--- src/rtl/rv_alu2.sv ---
// rv_alu2 - execute stage: integer ALU, branch/jump resolution and a
// registered front-end redirect on misprediction.
//
// Shifts with a non-zero amount can run on an iterative 1-bit/cycle shifter
// (SERIAL_SHIFT=1), which holds o_stall high while it runs; otherwise every
// operation completes in a single cycle.
//
// Ports:
//   i_clk, i_reset         clock, asynchronous active-high reset
//   i_flush                kill the in-flight and the incoming instruction
//   i_valid                instruction present at the stage input
//   i_op1, i_op2           selected ALU operands
//   i_reg_data1/2          raw rs1/rs2 data (branch compare, store data)
//   i_alu_op               ALU operation (10-15 behave as ADD)
//   i_funct3               branch condition / memory size (passed through)
//   i_inst_branch, i_inst_jal_jalr, i_branch_pred
//                          instruction class and front-end taken prediction
//   i_pc_next, i_pc_target fall-through address and computed target
//   i_rd, i_reg_write, i_store, i_res_src   passed through
//   o_stall                upstream must hold its registers
//   o_valid                registered result valid
//   o_result, o_store_data, o_rd, o_reg_write, o_store, o_res_src, o_funct3
//   o_redirect, o_redirect_pc   one-cycle front-end redirect and its address
//
// State table:
//   IDLE  | ready to accept; single-cycle results are registered from here
//   SHIFT | iterative shift in progress, o_stall high, inputs ignored
module rv_alu2 #(
    parameter int IADDR_SPACE_BITS = 32,
    parameter int SERIAL_SHIFT     = 1
) (
    input  logic                        i_clk,
    input  logic                        i_reset,
    input  logic                        i_flush,
    input  logic                        i_valid,
    input  logic [31:0]                 i_op1,
    input  logic [31:0]                 i_op2,
    input  logic [31:0]                 i_reg_data1,
    input  logic [31:0]                 i_reg_data2,
    input  logic [3:0]                  i_alu_op,
    input  logic [2:0]                  i_funct3,
    input  logic                        i_inst_branch,
    input  logic                        i_inst_jal_jalr,
    input  logic                        i_branch_pred,
    input  logic [IADDR_SPACE_BITS-1:0] i_pc_next,
    input  logic [IADDR_SPACE_BITS-1:0] i_pc_target,
    input  logic [4:0]                  i_rd,
    input  logic                        i_reg_write,
    input  logic                        i_store,
    input  logic [2:0]                  i_res_src,
    output logic                        o_stall,
    output logic                        o_valid,
    output logic [31:0]                 o_result,
    output logic [31:0]                 o_store_data,
    output logic [4:0]                  o_rd,
    output logic                        o_reg_write,
    output logic                        o_store,
    output logic [2:0]                  o_res_src,
    output logic [2:0]                  o_funct3,
    output logic                        o_redirect,
    output logic [IADDR_SPACE_BITS-1:0] o_redirect_pc
);

    localparam logic [3:0] OP_ADD  = 4'd0;
    localparam logic [3:0] OP_SUB  = 4'd1;
    localparam logic [3:0] OP_SLL  = 4'd2;
    localparam logic [3:0] OP_SLT  = 4'd3;
    localparam logic [3:0] OP_SLTU = 4'd4;
    localparam logic [3:0] OP_XOR  = 4'd5;
    localparam logic [3:0] OP_SRL  = 4'd6;
    localparam logic [3:0] OP_SRA  = 4'd7;
    localparam logic [3:0] OP_OR   = 4'd8;
    localparam logic [3:0] OP_AND  = 4'd9;

    typedef enum logic {
        IDLE  = 1'b0,
        SHIFT = 1'b1
    } state_t;

    state_t      state;
    logic [31:0] acc;
    logic [4:0]  cnt;
    logic [3:0]  shift_op;
    logic        pend_redirect;

    logic [4:0]  shamt;
    logic [31:0] alu_res;
    logic        cond;
    logic        taken;
    logic        redirect;
    logic [IADDR_SPACE_BITS-1:0] redirect_pc;
    logic        is_shift;
    logic        start_serial;
    logic [31:0] acc_next;

    assign shamt   = i_op2[4:0];
    assign o_stall = (state == SHIFT);

    always_comb begin
        alu_res = i_op1 + i_op2;
        case (i_alu_op)
            OP_ADD:  alu_res = i_op1 + i_op2;
            OP_SUB:  alu_res = i_op1 - i_op2;
            OP_SLL:  alu_res = i_op1 << shamt;
            OP_SLT:  alu_res = {31'd0, $signed(i_op1) < $signed(i_op2)};
            OP_SLTU: alu_res = {31'd0, i_op1 < i_op2};
            OP_XOR:  alu_res = i_op1 ^ i_op2;
            OP_SRL:  alu_res = i_op1 >> shamt;
            OP_SRA:  alu_res = $unsigned($signed(i_op1) >>> shamt);
            OP_OR:   alu_res = i_op1 | i_op2;
            OP_AND:  alu_res = i_op1 & i_op2;
            default: alu_res = i_op1 + i_op2;
        endcase
    end

    always_comb begin
        cond = 1'b0;
        case (i_funct3)
            3'b000:  cond = (i_reg_data1 == i_reg_data2);
            3'b001:  cond = (i_reg_data1 != i_reg_data2);
            3'b100:  cond = ($signed(i_reg_data1) <  $signed(i_reg_data2));
            3'b101:  cond = ($signed(i_reg_data1) >= $signed(i_reg_data2));
            3'b110:  cond = (i_reg_data1 <  i_reg_data2);
            3'b111:  cond = (i_reg_data1 >= i_reg_data2);
            default: cond = 1'b0;
        endcase
    end

    assign taken       = i_inst_jal_jalr | (i_inst_branch & cond);
    assign redirect    = (i_inst_branch | i_inst_jal_jalr) & (taken != i_branch_pred);
    assign redirect_pc = taken ? i_pc_target : i_pc_next;

    assign is_shift     = (i_alu_op == OP_SLL) || (i_alu_op == OP_SRL) || (i_alu_op == OP_SRA);
    assign start_serial = (SERIAL_SHIFT != 0) && is_shift && (shamt != 5'd0);

    always_comb begin
        acc_next = acc;
        case (shift_op)
            OP_SLL:  acc_next = {acc[30:0], 1'b0};
            OP_SRL:  acc_next = {1'b0, acc[31:1]};
            OP_SRA:  acc_next = {acc[31], acc[31:1]};
            default: acc_next = acc;
        endcase
    end

    always_ff @(posedge i_clk or posedge i_reset) begin
        if (i_reset) begin
            state         <= IDLE;
            acc           <= '0;
            cnt           <= '0;
            shift_op      <= '0;
            pend_redirect <= 1'b0;
            o_valid       <= 1'b0;
            o_result      <= '0;
            o_store_data  <= '0;
            o_rd          <= '0;
            o_reg_write   <= 1'b0;
            o_store       <= 1'b0;
            o_res_src     <= '0;
            o_funct3      <= '0;
            o_redirect    <= 1'b0;
            o_redirect_pc <= '0;
        end else if (i_flush) begin
            state      <= IDLE;
            o_valid    <= 1'b0;
            o_redirect <= 1'b0;
        end else begin
            case (state)
                IDLE: begin
                    o_valid    <= 1'b0;
                    o_redirect <= 1'b0;
                    if (i_valid) begin
                        // Pass-through fields and the redirect address are
                        // captured at accept for both paths; a serial shift
                        // only defers o_valid, o_result and o_redirect.
                        o_store_data  <= i_reg_data2;
                        o_rd          <= i_rd;
                        o_reg_write   <= i_reg_write;
                        o_store       <= i_store;
                        o_res_src     <= i_res_src;
                        o_funct3      <= i_funct3;
                        o_redirect_pc <= redirect_pc;
                        if (start_serial) begin
                            state         <= SHIFT;
                            acc           <= i_op1;
                            cnt           <= shamt;
                            shift_op      <= i_alu_op;
                            pend_redirect <= redirect;
                        end else begin
                            o_valid    <= 1'b1;
                            o_result   <= alu_res;
                            o_redirect <= redirect;
                        end
                    end
                end
                SHIFT: begin
                    acc <= acc_next;
                    cnt <= cnt - 5'd1;
                    if (cnt == 5'd1) begin
                        state      <= IDLE;
                        o_valid    <= 1'b1;
                        o_result   <= acc_next;
                        o_redirect <= pend_redirect;
                    end
                end
                default: state <= IDLE;
            endcase
        end
    end

endmodule

--- config.mk ---
export PLATFORM = sky130hd
export DESIGN_NAME = rv_alu2
export DESIGN_NICKNAME = d
export VERILOG_FILES = /design/src/rtl/rv_alu2.sv
export SDC_FILE = /design/constraint.sdc
export NUM_CORES = 1
export LEC_CHECK = 0
export CAP_MARGIN = 15
export CORE_MARGIN = 2
export CORE_UTILIZATION = 58
export CTS_CLUSTER_SIZE = 8
export DETAILED_ROUTE_END_ITERATION = 7
export HOLD_SLACK_MARGIN = 0.08
export PLACE_DENSITY = 0.89
export SLEW_MARGIN = 40
export SYNTH_ARGS = -nofsm -noshare
export SYNTH_HDL_FRONTEND = slang
export SYNTH_SLANG_ARGS = --single-unit
--- constraint.sdc ---
create_clock -name i_clk -period 7.75 [get_ports i_clk]
set_input_delay 0.775 -clock i_clk [delete_from_list [all_inputs] [get_ports i_clk]]
set_output_delay 0.775 -clock i_clk [all_outputs]
set_load 0.05 [all_outputs]
==> metrics.txt, run 1 <==
outcome finished with violations; violations in the final reports design-rule violations; post-synthesis cell type count slightly above 80; maximum number of pins on one net before global-route repair 98; class of the worst hold path reg -> reg; routed length per instance 28.4 µm; # setup viols final 0; relative contribution of combinational cells to total power 49.2%; Clk Latency, worst-skew pair 0.44 ns; Leakage Power around 8.5 nW; number of remaining DRC errors 11; standard cell area after detailed placement 0.0195 mm²; Post-synth EDFFs 0; part of the cycle the worst path needs between 60 and 70%; post-synth design cell area 0.0160 mm²; Max Clock Skew 0.0133 ns; half-perimeter wire length of the detailed placement result 51.9 mm; clock buffer count from CTS 17; level count of the clock H-tree 4; clock tree from TritonCTS built; DR vias/cell roughly 7.3; max-cap viol count 0; Syn Inst Count 1981; clock tree sinks 154; post-cts resize count 0; number of buffers added on ports 327; Post-synth top flop sky130_fd_sc_hd__dfrtp_1; Async SR Flop Fraction 100%; overall routed net length about 73 mm; endpoint required time on the critical path approximately 8.1 ns; cell taking the most area after synthesis sky130_fd_sc_hd__dfrtp_1; clock-pin slew of the registers on the worst-case setup and hold paths approximately 0.08 ns; power dissipated by switching net loads 1.79 mW; clock group share of total power 21.8%; power after layout between 3 and 4 mW; full die area 0.0290 mm²; kind of capture point of the worst setup path flip-flop; internal power summed over all cells 2.08 mW; starting density of the core about three fifths; Sum Neg Setup Slack 0 ns; sequential power share 29.0%; switching share of power 46.3%; portion of synthesized cell area occupied by the leading cell type 24.0%; top cells by area, synth sky130_fd_sc_hd__dfrtp_1 (24%), sky130_fd_sc_hd__ha_1 (10%), sky130_fd_sc_hd__mux4_2 (9.8%); startpoint-to-endpoint class of the critical path in -> reg; Worst VDD drop roughly 0.13 mV; Post-Synthesis Net Count 2330; leading cell types in the layout, fill and taps excluded sky130_fd_sc_hd__clkdlybuf4s50_1 (325), sky130_fd_sc_hd__nand2_1 (233), sky130_fd_sc_hd__nor2_1 (196), sky130_fd_sc_hd__o21ai_0 (174), sky130_fd_sc_hd__dfrtp_1 (153); die width 170 µm; dpl ws 2.51 ns; number of buffers added for setup after CTS 0; Max transition margin 36.7%; crit-path max FO 11; boundary pin count 328; via total after detailed routing about 19000; maximum buffer depth of the clock tree 2; overflow left after global routing 0; gr usage total 49.5%; fin. max-slew vios 0; antenna violations before repair 4; Placed Cells incl. Taps 2534; measured slew at the worst slew-check pin 0.947 ns; number of warnings reported in the yosys synthesis log 0; Tmin final ~5.0 ns; syn_area_per_cell between 8 and 9 µm²; maximum operating frequency 0.201 GHz; final RePlAce weighted congestion ~1.0; number of rows in the core area 60; via count of the first global-routing pass roughly 18000; y dimension of the die roughly 170 µm; CTS Hold Bufs 0; Startpoint Class input port; wire length of the first global-routing pass 108 mm; path depth of the worst reg2reg path 11; CP arrival between 5 and 6 ns; Core Region 0.0270 mm²; number of flip-flops and latches in the synthesized netlist around 150; most common cell after layout, fill and taps aside sky130_fd_sc_hd__clkdlybuf4s50_1; proportion of layout cells with a drive suffix above 1 8.13%; number of endpoints with negative hold slack in the final report 0; Worst Hold Path Cells 2; share of synthesized area occupied by flip-flops and latches 24.0%; drt first-iter violations 3290; first-pass iteration count of the detailed router 8; summed area of non-filler cells in the final layout just over 0.02 mm²; power density normalized to cell area roughly 190 mW/mm²; RSZ-0062 raised after global routing false; P&R area growth vs syn 25.3%; count of non-filler cells in the finished layout 2570; Root Buffer Master sky130_fd_sc_hd__clkbuf_16; slack of the critical path about 2.8 ns; residual antenna-violating net count after detailed routing 0; Layout Nets 2561
final timing paths:
check	startpoint	endpoint	slack, ns
worst max-delay path	i_op1[2]	o_result[31]	2.79
worst min-delay path	o_result[5]	o_result[5]	0.48
worst max register to register	cnt[1]	o_result[28]	4.38
worst min register to register	o_result[5]	o_result[5]	0.48
max in group asynchronous	i_reset	acc[20]	5.85
min in group asynchronous	i_reset	o_rd[4]	0.81
power by group through the flow:
| stage | Clock [mW] | Combinational, mW | Sequential, mW |
|---|---|---|---|
| floorplan | 0 | 0.775 | 1.47 |
| global placement | 0 | 1.78 | 1.11 |
| detailed placement | 0 | 1.81 | 1.12 |
| CTS | 0.835 | 1.84 | 1.11 |
| global route | 0.867 | 1.98 | 1.14 |
| finish | 0.846 | 1.91 | 1.12 |
cell families (layout without fill, tap and decap cells):
group	after synthesis	count (layout)	share of synthesized area, %
compound gates	641	641	27.1
xor+xnor	32	32	1.75
fa+ha+maj	133	133	10.5
buf+inv	290	534	6.98
flops	154	154	24.0
mux	101	101	11.8
other cells	0	4	0
simple gates	630	630	17.9
registers in the layout, indices dropped and copies added (netlist names):
register       count
o_redirect         1
shift_op           4
o_funct3           3
o_reg_write        1
o_store            1
o_rd               5
cnt                5
o_store_data      32
pend_redirect      1
o_redirect_pc     32
o_result          32
o_stall            1
o_valid            1
o_res_src          3
acc               32
synth_stat cells, types with 6 or more instances:
master                     instances
sky130_fd_sc_hd__a31oi_1          17
sky130_fd_sc_hd__nand2b_1         20
sky130_fd_sc_hd__nand3_1          22
sky130_fd_sc_hd__a211oi_1         15
sky130_fd_sc_hd__nand2_1         235
sky130_fd_sc_hd__buf_2            16
sky130_fd_sc_hd__clkbuf_1        124
sky130_fd_sc_hd__o211ai_1         27
sky130_fd_sc_hd__xnor2_1          25
sky130_fd_sc_hd__buf_1            14
sky130_fd_sc_hd__o21ai_0         176
sky130_fd_sc_hd__nor3b_1          36
sky130_fd_sc_hd__mux2i_1          25
sky130_fd_sc_hd__a221oi_1         41
sky130_fd_sc_hd__a211o_1           8
sky130_fd_sc_hd__inv_1           132
sky130_fd_sc_hd__nor2_1          198
sky130_fd_sc_hd__nor3_1           32
sky130_fd_sc_hd__dfrtp_1         154
sky130_fd_sc_hd__a221o_1          47
sky130_fd_sc_hd__nand4_1          13
sky130_fd_sc_hd__or3_1            20
sky130_fd_sc_hd__o221ai_1         12
sky130_fd_sc_hd__and3_1            8
sky130_fd_sc_hd__nor4_1            6
sky130_fd_sc_hd__or4_1             6
sky130_fd_sc_hd__o21bai_1          9
sky130_fd_sc_hd__o311ai_0          6
sky130_fd_sc_hd__a21o_1           17
sky130_fd_sc_hd__mux4_2           70
sky130_fd_sc_hd__xor2_1            7
sky130_fd_sc_hd__o31ai_1          33
sky130_fd_sc_hd__ha_1            131
sky130_fd_sc_hd__a21oi_1         139
sky130_fd_sc_hd__nor2b_1          13
sky130_fd_sc_hd__a22oi_1           7
sky130_fd_sc_hd__a222oi_1         16
sky130_fd_sc_hd__o22ai_1          13
per-stage QoR:
stage          util, %  hold slack (ns)
3_5_place_dp      72.1            0.459
4_1_cts           74.3            0.476
3_3_place_gp      72.0            0.451
5_1_grt           74.4            0.505
2_1_floorplan        -            0.436
6_report          74.4            0.476
critical path: stages:
cell	delay, ns
sky130_fd_sc_hd__clkdlybuf4s50_1	0.77
sky130_fd_sc_hd__inv_1	0.10
sky130_fd_sc_hd__ha_1	0.46
sky130_fd_sc_hd__nor3_1	0.14
sky130_fd_sc_hd__o31ai_1	0.57
sky130_fd_sc_hd__a2111oi_1	0.27
sky130_fd_sc_hd__o2111a_1	0.37
sky130_fd_sc_hd__o32a_1	0.41
sky130_fd_sc_hd__a221o_1	0.40
sky130_fd_sc_hd__a21oi_1	0.17
sky130_fd_sc_hd__mux2_1	0.33
sky130_fd_sc_hd__a2111oi_0	0.40
sky130_fd_sc_hd__a311oi_1	0.09
metal layers:
layer	vias to the layer above	global-route usage, %	part of all wire (%)
met5	-	0	0
met4	0	33.5	8.5
met3	462	21.5	15
met2	1728	73.4	42
met1	8773	57.9	34
li1	7780	-	-
layout make-up:
cell class	count	area, µm²
Fill cell	1918	6920
Antenna cell	4	10.0
Inverter	134	510
Multi-Input combinational cell	1537	11100
Sequential cell	154	3850
Tap cell	341	427
Clock buffer	17	425
Timing Repair Buffer	368	3590
Clock inverter	15	151
No activity file was read; power rests on OpenSTA's default activity.
==> inputs of run 2 (changes only) <==
--- a/config.mk
+++ b/config.mk
@@ -7,11 +7,11 @@
 export LEC_CHECK = 0
 export CAP_MARGIN = 15
 export CORE_MARGIN = 2
-export CORE_UTILIZATION = 58
+export CORE_UTILIZATION = 48
 export CTS_CLUSTER_SIZE = 8
 export DETAILED_ROUTE_END_ITERATION = 7
 export HOLD_SLACK_MARGIN = 0.08
-export PLACE_DENSITY = 0.89
+export PLACE_DENSITY = 0.78
 export SLEW_MARGIN = 40
 export SYNTH_ARGS = -nofsm -noshare
 export SYNTH_HDL_FRONTEND = slang
==> constraint.sdc (replaced) <==
create_clock -name i_clk -period 4.3 [get_ports i_clk]
set_input_delay 0.43 -clock i_clk [delete_from_list [all_inputs] [get_ports i_clk]]
set_output_delay 0.43 -clock i_clk [all_outputs]
set_load 0.05 [all_outputs]
==> metrics.txt, run 2 (synthesized netlist as in run 1, its figures left out) <==
outcome completed; RSZ-0062 raised after global routing false; Max transition margin 44.4%; via count of the first global-routing pass ~18000; Worst VDD drop 0.288 mV; full die area 0.0349 mm²; y dimension of the die 187 µm; Storage cell area 0.00385 mm²; post-cts resize count 0; critical-path cell list clkdlybuf4s50_1 > inv_1 > ha_1 > or4_4 > or4_1 > a21o_1 > nand3_2 > a41oi_4 > nor4_1 > o22ai_1 > o41ai_1 > buf_4 > a31oi_1; CTS Hold Bufs 0; antenna violations before repair 2; final RePlAce weighted congestion roughly 1.1; die width 187 µm; drt first-iter violations around 2700; Critical Path Max Stage Delay between 0.5 and 0.6 ns; slack of the critical path around 0.3 ns; # setup viols final 0; measured slew at the worst slew-check pin 0.835 ns; routed length per instance 27.4 µm; endpoint required time on the critical path 4.60 ns; gr usage total roughly 43%; number of buffers added for setup after CTS 0; most common cell after layout, fill and taps aside sky130_fd_sc_hd__clkdlybuf4s50_1; proportion of layout cells with a drive suffix above 1 12.7%; level count of the clock H-tree 4; dpl ws -0.0777 ns; kind of capture point of the worst setup path flip-flop; clock buffer count from CTS 17; leading cell types in the layout, fill and taps excluded sky130_fd_sc_hd__clkdlybuf4s50_1 (325), sky130_fd_sc_hd__nand2_1 (234), sky130_fd_sc_hd__nor2_1 (196), sky130_fd_sc_hd__o21ai_0 (175), sky130_fd_sc_hd__buf_4 (157); part of the cycle the worst path needs 93.2%; Clk Latency, worst-skew pair approximately 0.44 ns; CP max-delay cell sky130_fd_sc_hd__or4_4; clock-pin slew of the registers on the worst-case setup and hold paths 0.07 ns; via total after detailed routing 18700; wire length of the first global-routing pass 114 mm; number of rows in the core area 66; maximum buffer depth of the clock tree 2; overall routed net length 76.3 mm; first-pass iteration count of the detailed router 8; crit-path max FO 6; Tmin final approximately 4 ns; Startpoint Class input port; number of buffers added on ports 327; number of buffers and inverters on the critical path 3; cell family contributing the most delay on the critical path simple AND/OR/NAND/NOR gates; half-perimeter wire length of the detailed placement result about 59 mm; class of the worst hold path in -> async; area of the multi-input gates about 0.011 mm²; maximum number of pins on one net before global-route repair 90; Root Buffer Master sky130_fd_sc_hd__clkbuf_16; residual antenna-violating net count after detailed routing 0; layout filler cell count 2759; starting density of the core 49.1%; power density normalized to cell area 335 mW/mm²; Max Clock Skew 0.00986 ns; number of remaining DRC errors 0; Leakage Power 9.08 nW; boundary pin count 328; clock tree sinks 154; overflow left after global routing 0; summed area of non-filler cells in the final layout 0.0212 mm²; P&R area growth vs syn 32.2%; standard cell area after detailed placement 0.0206 mm²; CP arrival 4.31 ns; max-cap viol count 0; fin. max-slew vios 0; startpoint-to-endpoint class of the critical path in -> reg; maximum operating frequency 0.249 GHz; number of endpoints with negative hold slack in the final report 0; DR vias/cell about 6.7; Core Region 0.0327 mm²; Layout Nets 2682; clock tree from TritonCTS built
[run 2: cell count changes in the layout (fill, tap and decap cells not counted), moves of 2 or more]
cell                         before  now
sky130_fd_sc_hd__clkinv_4         0    3
sky130_fd_sc_hd__nor3_2           5    3
sky130_fd_sc_hd__inv_6            4    2
sky130_fd_sc_hd__clkinv_8         2    0
sky130_fd_sc_hd__clkinvlp_4       3    5
sky130_fd_sc_hd__bufinv_16        0    2
sky130_fd_sc_hd__nor3_1          27   29
sky130_fd_sc_hd__buf_6            2    0
sky130_fd_sc_hd__clkbuf_8         0    3
sky130_fd_sc_hd__buf_4           39  157
sky130_fd_sc_hd__inv_8            6    0
sky130_fd_sc_hd__buf_12           1    5
[run 2: power breakdown]
group          switching, mW  internal, mW  total [mW]
sequential             0.257          1.75        2.01
clock                  0.653         0.906        1.56
combinational           2.20          1.33        3.53
total                   3.11          3.99        7.10
[run 2: metal layers]
metal	track usage, %	up-vias	share of wire (%)
li1	-	8025	-
met1	53.0	8969	37
met2	67.2	1380	45
met3	12.0	277	12
met4	23.6	2	6.1
met5	1.10	-	0.068
[run 2: path summary, 6_finish.rpt]
kind,slack [ns],cells past startpoint,from,to
min in group i_clk,0.47,2,o_result[18],o_result[18]
min reg2reg,0.47,2,o_result[18],o_result[18]
max in group asynchronous,3.02,4,i_reset,acc[5]
max reg2reg,1.24,10,o_stall,o_result[24]
min,0.39,2,i_reset,o_store_data[19]
max,0.29,13,i_op1[9],o_result[0]
[run 2: metrics by stage]
step	power [mW]	hold slack, ns	utilization [%]	setup TNS [ns]	cells
2_1_floorplan	4.04	0.436	-	0	1981
3_3_place_gp	5.39	0.451	62.9	-0.241	2755
3_5_place_dp	5.45	0.453	63.0	-0.200	2756
4_1_cts	7.02	0.395	64.8	0	2788
5_1_grt	7.37	0.430	64.9	0	2790
6_report	7.10	0.394	64.9	0	2791
[run 2: area by class of cell]
type | count | area share, %
Clock buffer | 20 | 2.20
Antenna cell | 3 | 0.0354
Clock inverter | 12 | 0.655
Sequential cell | 154 | 18.2
Tap cell | 442 | 2.61
Inverter | 134 | 2.39
Timing Repair Buffer | 489 | 21.5
Multi-Input combinational cell | 1537 | 52.4
